==> src/rtl/fifo_pkg.sv <==
// Shared types and widths for the FIFO read-side master and its helpers.
package fifo_pkg;

    typedef enum logic [1:0] {
        RD_IDLE  = 2'd0,
        RD_RUN   = 2'd1,
        RD_FLUSH = 2'd2
    } rd_state_t;

    localparam int FIFO_DW = 8;   // FIFO word width
    localparam int FIFO_AW = 5;   // FIFO address width (32 words)

endpackage

==> src/rtl/fifo_reader_out_buf.sv <==
// Small circular output buffer: absorbs consumer back-pressure between the
// FIFO capture point and the VALID/READY interface. Head entry is always
// visible combinationally so DATA_OUT is stable while it is not popped.
module out_buf
    import fifo_pkg::*;
#(
    parameter int DEPTH = 2,
    localparam int PW   = $clog2(DEPTH),
    localparam int OW   = PW + 1
) (
    input  logic               clk,
    input  logic               rst,
    input  logic               push,
    input  logic [FIFO_DW-1:0] push_data,
    input  logic               pop,
    output logic [OW-1:0]      occupancy,
    output logic [FIFO_DW-1:0] head_data
);

    logic [FIFO_DW-1:0] mem_reg [DEPTH];
    logic [PW-1:0]      wr_ptr_reg;
    logic [PW-1:0]      rd_ptr_reg;
    logic [OW-1:0]      count_reg;
    logic [OW-1:0]      count_next;
    logic               pop_ok;

    // A pop on an empty buffer is meaningless; drop it.
    assign pop_ok    = pop && (count_reg != '0);
    assign occupancy = count_reg;
    assign head_data = mem_reg[rd_ptr_reg];

    // Storage: each entry loads when the write pointer selects it on a push.
    generate
        for (genvar gi = 0; gi < DEPTH; gi++) begin : g_entry
            always_ff @(posedge clk or posedge rst) begin
                if (rst) begin
                    mem_reg[gi] <= '0;
                end else if (push && (wr_ptr_reg == PW'(gi))) begin
                    mem_reg[gi] <= push_data;
                end
            end
        end
    endgenerate

    // Occupancy update: simultaneous push and pop cancel out.
    always_comb begin
        count_next = count_reg;
        case ({push, pop_ok})
            2'b10:   count_next = count_reg + OW'(1);
            2'b01:   count_next = count_reg - OW'(1);
            default: count_next = count_reg;
        endcase
    end

    // Pointers and count; DEPTH is a power of two so pointers wrap naturally.
    always_ff @(posedge clk or posedge rst) begin
        if (rst) begin
            wr_ptr_reg <= '0;
            rd_ptr_reg <= '0;
            count_reg  <= '0;
        end else begin
            if (push) begin
                wr_ptr_reg <= wr_ptr_reg + PW'(1);
            end
            if (pop_ok) begin
                rd_ptr_reg <= rd_ptr_reg + PW'(1);
            end
            count_reg <= count_next;
        end
    end

endmodule

==> src/rtl/fifo_reader.sv <==
// Read-side master for the 8-bit, 32-word FIFO. Issues READ strobes while
// running, captures each word the cycle after its strobe into a small output
// buffer, and hands words to the consumer over VALID/READY.
module fifo_reader
    import fifo_pkg::*;
#(
    parameter int BUF_DEPTH = 2,
    parameter int CNT_W     = 16
) (
    input  logic               CLOCK,
    input  logic               RESET,
    input  logic               START,
    input  logic               STOP,
    input  logic               F_EMPTY_N,
    input  logic [FIFO_AW-1:0] USE_DW,
    input  logic [FIFO_DW-1:0] FIFO_DATA,
    output logic               READ,
    output logic [FIFO_DW-1:0] DATA_OUT,
    output logic               VALID,
    input  logic               READY,
    output logic               BUSY,
    output logic               DONE,
    output logic [CNT_W-1:0]   WORD_CNT
);

    localparam int OW = $clog2(BUF_DEPTH) + 1;

    rd_state_t        state_reg;
    rd_state_t        state_next;
    logic             inflight_reg;
    logic             done_reg;
    logic             done_next;
    logic             busy_reg;
    logic [CNT_W-1:0] word_cnt_reg;

    logic [OW-1:0]    occupancy;
    logic [OW:0]      pending;
    logic             read_en;
    logic             pop;
    logic             flush_drained;

    // Words already committed to the buffer: stored plus the one in flight.
    assign pending = {1'b0, occupancy} + {{OW{1'b0}}, inflight_reg};

    assign VALID = (occupancy != '0);
    assign pop   = VALID && READY;

    // Comparing USE_DW against inflight stops a second strobe for a single
    // remaining word whose occupancy update the FIFO has not shown yet.
    assign read_en = (state_reg == RD_RUN) && F_EMPTY_N
                   && (USE_DW > {{(FIFO_AW-1){1'b0}}, inflight_reg})
                   && (pending < (OW+1)'(BUF_DEPTH));

    // Flush is complete once nothing is in flight and the buffer empties,
    // counting a pop of the last word in this very cycle.
    assign flush_drained = !inflight_reg
                         && ((occupancy == '0) || ((occupancy == OW'(1)) && pop));

    assign READ     = read_en;
    assign BUSY     = busy_reg;
    assign DONE     = done_reg;
    assign WORD_CNT = word_cnt_reg;

    out_buf #(
        .DEPTH     (BUF_DEPTH)
    ) u_out_buf (
        .clk       (CLOCK),
        .rst       (RESET),
        .push      (inflight_reg),
        .push_data (FIFO_DATA),
        .pop       (pop),
        .occupancy (occupancy),
        .head_data (DATA_OUT)
    );

    // Next-state logic: START only acts from IDLE, STOP only from RUN.
    always_comb begin
        state_next = state_reg;
        done_next  = 1'b0;
        case (state_reg)
            RD_IDLE: begin
                if (START) begin
                    state_next = RD_RUN;
                end
            end
            RD_RUN: begin
                if (STOP) begin
                    state_next = RD_FLUSH;
                end
            end
            RD_FLUSH: begin
                if (flush_drained) begin
                    state_next = RD_IDLE;
                    done_next  = 1'b1;
                end
            end
            default: state_next = RD_IDLE;
        endcase
    end

    // State register plus registered BUSY/DONE so they change on the same edge.
    always_ff @(posedge CLOCK or posedge RESET) begin
        if (RESET) begin
            state_reg <= RD_IDLE;
            busy_reg  <= 1'b0;
            done_reg  <= 1'b0;
        end else begin
            state_reg <= state_next;
            busy_reg  <= (state_next != RD_IDLE);
            done_reg  <= done_next;
        end
    end

    // In-flight flag: the FIFO presents the word the cycle after a strobe.
    always_ff @(posedge CLOCK or posedge RESET) begin
        if (RESET) begin
            inflight_reg <= 1'b0;
        end else begin
            inflight_reg <= read_en;
        end
    end

    // Delivered-word counter; wraps freely.
    always_ff @(posedge CLOCK or posedge RESET) begin
        if (RESET) begin
            word_cnt_reg <= '0;
        end else if (pop) begin
            word_cnt_reg <= word_cnt_reg + CNT_W'(1);
        end
    end

endmodule

==> config.mk <==
export PLATFORM = sky130hd
export DESIGN_NAME = fifo_reader
export DESIGN_NICKNAME = d
export VERILOG_FILES = /design/src/rtl/fifo_pkg.sv /design/src/rtl/fifo_reader_out_buf.sv /design/src/rtl/fifo_reader.sv
export SDC_FILE = /design/constraint.sdc
export NUM_CORES = 1
export LEC_CHECK = 0
export BUFFER_PORTS_ARGS = -buffer_cell sky130_fd_sc_hd__buf_4
export CORE_MARGIN = 2
export CORE_UTILIZATION = 47
export DETAILED_ROUTE_END_ITERATION = 12
export GPL_ROUTABILITY_DRIVEN = 1
export MAX_ROUTING_LAYER = met4
export PLACE_DENSITY = 0.82
export SLEW_MARGIN = 20
export SYNTH_ARGS = -nofsm -noshare
export SYNTH_HDL_FRONTEND = slang
export SYNTH_SLANG_ARGS = --single-unit
==> constraint.sdc <==
create_clock -name CLOCK -period 1.9 [get_ports CLOCK]
set_input_delay 0.19 -clock CLOCK [delete_from_list [all_inputs] [get_ports CLOCK]]
set_output_delay 0.19 -clock CLOCK [all_outputs]
set_load 0.02 [all_outputs]
==> results of run 1 <==
-- through the flow --
| stage | hold slack [ps] | utilization |
|---|---|---|
| after floorplan | 335 | - |
| after global placement | 351 | 0.611 |
| after detailed placement | 354 | 0.611 |
| after CTS | 31.3 | 0.642 |
| after global routing | 60.4 | 0.643 |
| final | 14.7 | 0.643 |
-- layout by cell type (no fill, tap or decap) --
cell type / count
or4_4: 1
nand3_1: 6
clkbuf_8: 6
and2_1: 1
nand2_1: 11
nor4_1: 1
nor2_1: 8
a21oi_1: 2
and4_1: 1
nand4_1: 3
buf_4: 51
dfrtp_1: 41
xnor2_2: 1
and3_1: 1
ha_1: 5
nor4b_1: 2
and4_4: 1
nor3_1: 1
clkbuf_1: 1
mux2_2: 25
or2_2: 1
nor2_2: 1
nand4_4: 1
nor2b_2: 1
o211ai_1: 1
o21ai_0: 4
xnor2_1: 11
xor2_1: 7
bufinv_16: 1
inv_1: 8
-- cells by family after synthesis --
group | synth area share
adder cells (fa/ha/maj) | 0.0336
AND/OR/NAND/NOR | 0.125
buffers and inverters | 0.0242
flip-flops | 0.552
multiplexers | 0.151
XOR/XNOR | 0.0935
AO/OA/AOI/OAI | 0.0202
-- area by class of cell --
class	count	area, um^2	share of cell area
Inverter	8	30.0	0.0125
Multi-Input combinational cell	97	791	0.329
Clock inverter	1	30.0	0.0125
Timing Repair Buffer	51	383	0.159
Tap cell	48	60.1	0.0250
Clock buffer	7	86.3	0.0359
Sequential cell	41	1030	0.426
-- critical path, stage by stage, from the launching register on --
cell	delay, ps
dfrtp_1	360
inv_1	70
ha_1	230
nor2b_2	200
nand4_4	150
or4_4	510
xnor2_2	140
-- power groups by stage --
stage          logic, uW  registers [uW]  clock network (uW)
2_1_floorplan        944            1490                   0
3_3_place_gp        1500            1460                   0
3_5_place_dp        1520            1470                   0
4_1_cts             1540            1450                 739
5_1_grt             1650            1500                 786
6_report            1520            1450                 712
-- metal layers --
layer  vias up  routed length, um
met5         -                  0
met3         5                228
met2        37               1640
li1        617                  -
met4         0                 35
met1       630               1540
-- cell usage after synthesis (2+ instances only) --
master	number
xor2_1	7
nor4b_1	2
nand2_1	11
inv_1	8
nor2_1	8
a21oi_1	2
nand4_1	3
mux2_2	25
ha_1	5
clkbuf_1	2
o21ai_0	4
nand3_1	6
dfrtp_1	41
xnor2_1	11
-- worst paths after layout --
check,from,to,cells after the start
setup / recovery,u_out_buf.occupancy[1]$_DFFE_PP0P_,WORD_CNT[15]$_DFFE_PP0P_,6
hold / removal,RESET,u_out_buf.mem_reg[12]$_DFFE_PP0P_,3
hold reg to reg,WORD_CNT[14]$_DFFE_PP0P_,WORD_CNT[14]$_DFFE_PP0P_,1
min in group CLOCK,FIFO_DATA[2],u_out_buf.mem_reg[2]$_DFFE_PP0P_,2
setup reg to reg,u_out_buf.occupancy[1]$_DFFE_PP0P_,WORD_CNT[15]$_DFFE_PP0P_,6
max in group asynchronous,RESET,u_out_buf.occupancy[0]$_DFFE_PP0P_,3
==> impl_metrics.tcl, run 1 <==
set metrics [dict create \
    status "completed" \
    die-height_um 66.9 \
    wire_per_inst_um 13.6 \
    rows 22 \
    area_growth_pct 29.4 \
    met2_usage 0.285 \
    setup_tns_ps 0 \
    critPathKind "register to register" \
    p_sw_frac 0.344 \
    p_comb_frac 0.412 \
    ys_ff_latch 41 \
    cts_setup_buffers 0 \
    peakVddDrop_mv 0.955 \
    synth-edff-count 0 \
    grt_busiest_layer "met2" \
    ys_types 28 \
    firstDrtPassIters 3 \
    clk_pin_slew_ps 70 \
    cap_violations 0 \
    maxSlewViolCount 0 \
    end_kind "register" \
    drc 0 \
    fp.coreArea_um2 3740 \
    cts_tree "yes" \
    p_per_area_nw_per_um2 1530 \
    drt-initial-drc-count 65 \
    antenna_left 0 \
    die_x_um 66.9 \
    worst_pin_slew_ps 499 \
    n_fill_cell 313 \
    via_per_inst 5.09 \
    gp_congestion 0.718 \
    internal_power_uw 2420 \
    place.detailed.hpwl_mm 2.51 \
    critPathArrivalTime_ps 1960 \
    diodes 0 \
    wl_mm 3.44 \
    clock.fmax_mhz 564 \
    setup_viol 0 \
    initial_core_util 0.497 \
    ys_dominant_reg_cell "dfrtp_1" \
    leakage_uw 0.00115 \
    clk_latency_ps 290 \
    avgSynthCellArea_um2 12.5 \
    rsz0062_at_grt "no" \
    grtUsageMet3 0.0642 \
    final.min_clock_period_ps 1770 \
    dp_cells 245 \
    netlist_top_cells_area "dfrtp_1 (55%), mux2_2 (15%), xnor2_1 (5.2%)" \
    total_power_uw 3680 \
    p_switching_uw 1270 \
    hold_viol_final 0 \
    yosysTopAreaCell "dfrtp_1" \
    maxSlewHeadroom 0.668 \
    cts_made_buffers 5 \
    clock_sinks 41 \
    grtUsageMet1 0.233 \
    syn_area_um2 1860 \
    post_cts_resized 0 \
    fin_nets 228 \
    cts_root_buffer "clkbuf_8" \
    yosysWarningCount 0 \
    final_cell_count_no_fill 253 \
    path_max_fanout 5 \
    fin_ws_ps 127 \
    ios 47 \
    antenna_found_initial 0 \
    dpl-instance-area_um2 2290 \
    cts.path.max_buffers 2 \
    reg2reg_slack_ps 130 \
    dp_slack_ps 44.5 \
    cp-start-kind "register" \
    gr-usage-all-layers 0.185 \
    port_buffers 46 \
    hold_class "input port to async pin" \
    final_area_um2 2410 \
    grt_pass1_wl_mm 5.93 \
    fin_worst_skew_ps 7.59 \
    die_area_um2 4470 \
    grt_pass1_vias 1282 \
    synth.yosys.seq_area_share 0.552 \
    drive_gt1_frac 0.439 \
    synth_top_area_share 0.552 \
    period_share 0.933 \
    cp.required_ps 2080 \
    netlist_instances 149 \
    p_clk_frac 0.193 \
    vias 1289 \
    ctsHoldBuffers 0 \
    htreeDepth 2 \
    async_reset_ff_frac 1.00 \
    synth_nets 173 \
    seqPwrFrac 0.394 \
    gr-total-overflow 0 \
    grt_max_degree 42 \
]
No activity file was read; power rests on OpenSTA's default activity.
==> inputs of run 2 (changes only) <==
- CORE_UTILIZATION: 47 -> 49
- CTS_BUF_LIST: not set -> sky130_fd_sc_hd__clkbuf_8
- PLACE_DENSITY: 0.82 -> 0.84
==> impl_metrics.tcl, run 2 (same netlist as run 1, synthesis figures left out) <==
set metrics [dict create \
    rr_worst_depth 6 \
    grt_pass1_wl_mm 5.89 \
    dp_cells 245 \
    gp_congestion 0.763 \
    post_cts_resized 0 \
    multiInputGateArea_um2 788 \
    area_growth_pct 29.5 \
    critPathKind "register to register" \
    ctsHoldBuffers 0 \
    reg2reg_slack_ps 100 \
    status "completed" \
    maxSlewViolCount 0 \
    end_kind "register" \
    place.detailed.hpwl_mm 2.48 \
    fin_nets 228 \
    firstDrtPassIters 4 \
    final.min_clock_period_ps 1800 \
    critPathArrivalTime_ps 1970 \
    rsz0062_at_grt "no" \
    drive_gt1_frac 0.439 \
    clk_latency_ps 290 \
    wl_mm 3.30 \
    fin_ws_ps 104 \
    clk_pin_slew_ps 80 \
    drt-initial-drc-count 54 \
    via_per_inst 4.97 \
    vias 1257 \
    initial_core_util 0.508 \
    clock.fmax_mhz 557 \
    hold_class "input port to async pin" \
    wl_met2_mm 1.58 \
    seq_area_um2 1030 \
    cts_setup_buffers 0 \
    wl_met3_um 157 \
    worst_pin_slew_ps 505 \
    cp.required_ps 2080 \
    top_layer "met4" \
    r2r-start "u_out_buf.occupancy[1]$_DFFE_PP0P_" \
    setup_viol 0 \
    seqPwrFrac 0.399 \
    path_max_fanout 5 \
    layout_commonest_cell "buf_4" \
    maxSlewHeadroom 0.664 \
    p_per_area_nw_per_um2 1530 \
    hold_viol_final 0 \
    clock_sinks 41 \
    leakage_uw 0.00115 \
    die_area_um2 4300 \
    gr-total-overflow 0 \
    drt-met1-wl_mm 1.53 \
    p_sw_frac 0.344 \
    grt_pass1_vias 1337 \
    cts_root_buffer "clkbuf_8" \
    reg2reg_to "WORD_CNT[15]$_DFFE_PP0P_" \
    final_cell_count_no_fill 253 \
    p_clk_frac 0.195 \
    internal_power_uw 2410 \
    port_buffers 46 \
    ios 47 \
    cts.path.max_buffers 2 \
    setup_tns_ps 0 \
    fin_worst_skew_ps 6.89 \
    grt_max_degree 42 \
    layout_common_cells "buf_4 (51), dfrtp_1 (41), mux2_2 (25)" \
    p_switching_uw 1270 \
    diodes 0 \
    n_fill_cell 302 \
    die-height_um 65.6 \
    antenna_found_initial 0 \
    die_x_um 65.6 \
    dp_slack_ps 89.7 \
    cp-start-kind "register" \
    antenna_left 0 \
    cts_made_buffers 5 \
    wire_per_inst_um 13.0 \
    peakVddDrop_mv 0.926 \
    period_share 0.945 \
    rows 22 \
    htreeDepth 2 \
    drc 0 \
    cts_tree "yes" \
    fp.coreArea_um2 3660 \
    cap_violations 0 \
    p_comb_frac 0.406 \
    gr-usage-all-layers 0.182 \
]
## run 2: cell count changes in the layout (fill, tap and decap cells not counted)
| cell | before | now |
|---|---|---|
| clkbuf_1 | 1 | 0 |
| nor2b_1 | 0 | 1 |
| nor2b_2 | 1 | 0 |
| clkinvlp_4 | 0 | 1 |
## run 2: cell type report
class | instances | area share
clock buffer | 6 | 0.0343
multi-input combinational | 97 | 0.327
inverter | 8 | 0.0125
sequential | 41 | 0.426
timing repair buffer | 51 | 0.159
tap | 48 | 0.0249
clock inverter | 2 | 0.0156
## run 2: power by group through the flow
| stage | combinational, uW | clock (uW) | sequential, uW |
|---|---|---|---|
| 5_1_grt | 1620 | 783 | 1530 |
| 4_1_cts | 1520 | 735 | 1480 |
| 3_5_place_dp | 1510 | 0 | 1490 |
| 6_report | 1490 | 718 | 1470 |
| 3_3_place_gp | 1470 | 0 | 1470 |
| 2_1_floorplan | 944 | 0 | 1490 |
## run 2: worst max path at each step
stage / start / to / depth (start not counted)
after floorplan: u_out_buf.occupancy[0]$_DFFE_PP0P_ / WORD_CNT[15]$_DFFE_PP0P_ / 7
after global placement: u_out_buf.occupancy[1]$_DFFE_PP0P_ / WORD_CNT[15]$_DFFE_PP0P_ / 6
after detailed placement: u_out_buf.occupancy[1]$_DFFE_PP0P_ / WORD_CNT[15]$_DFFE_PP0P_ / 6
after CTS: u_out_buf.occupancy[1]$_DFFE_PP0P_ / WORD_CNT[15]$_DFFE_PP0P_ / 6
after global routing: WORD_CNT[0]$_DFFE_PP0P_ / WORD_CNT[10]$_DFFE_PP0P_ / 6
final: u_out_buf.occupancy[1]$_DFFE_PP0P_ / WORD_CNT[15]$_DFFE_PP0P_ / 6
## run 2: metrics by stage
stage / power (uW) / hold WS, ps / utilization / area (um^2)
5_1_grt: 3940 / 74.8 / 0.658 / 2410
2_1_floorplan: 2440 / 335 / - / 1860
6_report: 3680 / 18.0 / 0.658 / 2410
4_1_cts: 3730 / 31.8 / 0.658 / 2410
3_5_place_dp: 3000 / 347 / 0.625 / 2290
3_3_place_gp: 2950 / 344 / 0.625 / 2290
## run 2: worst max-delay path, stage by stage (launching register included)
cell and delay [ps]:
dfrtp_1 380, inv_1 70, ha_1 190, nor2b_1 230
nand4_4 170, or4_4 520, xnor2_2 140
## run 2: routing by layer
metal,GRT usage,vias up
met5,-,-
met4,0.0469,0
met3,0.0377,6
met2,0.296,33
met1,0.235,601
li1,-,617
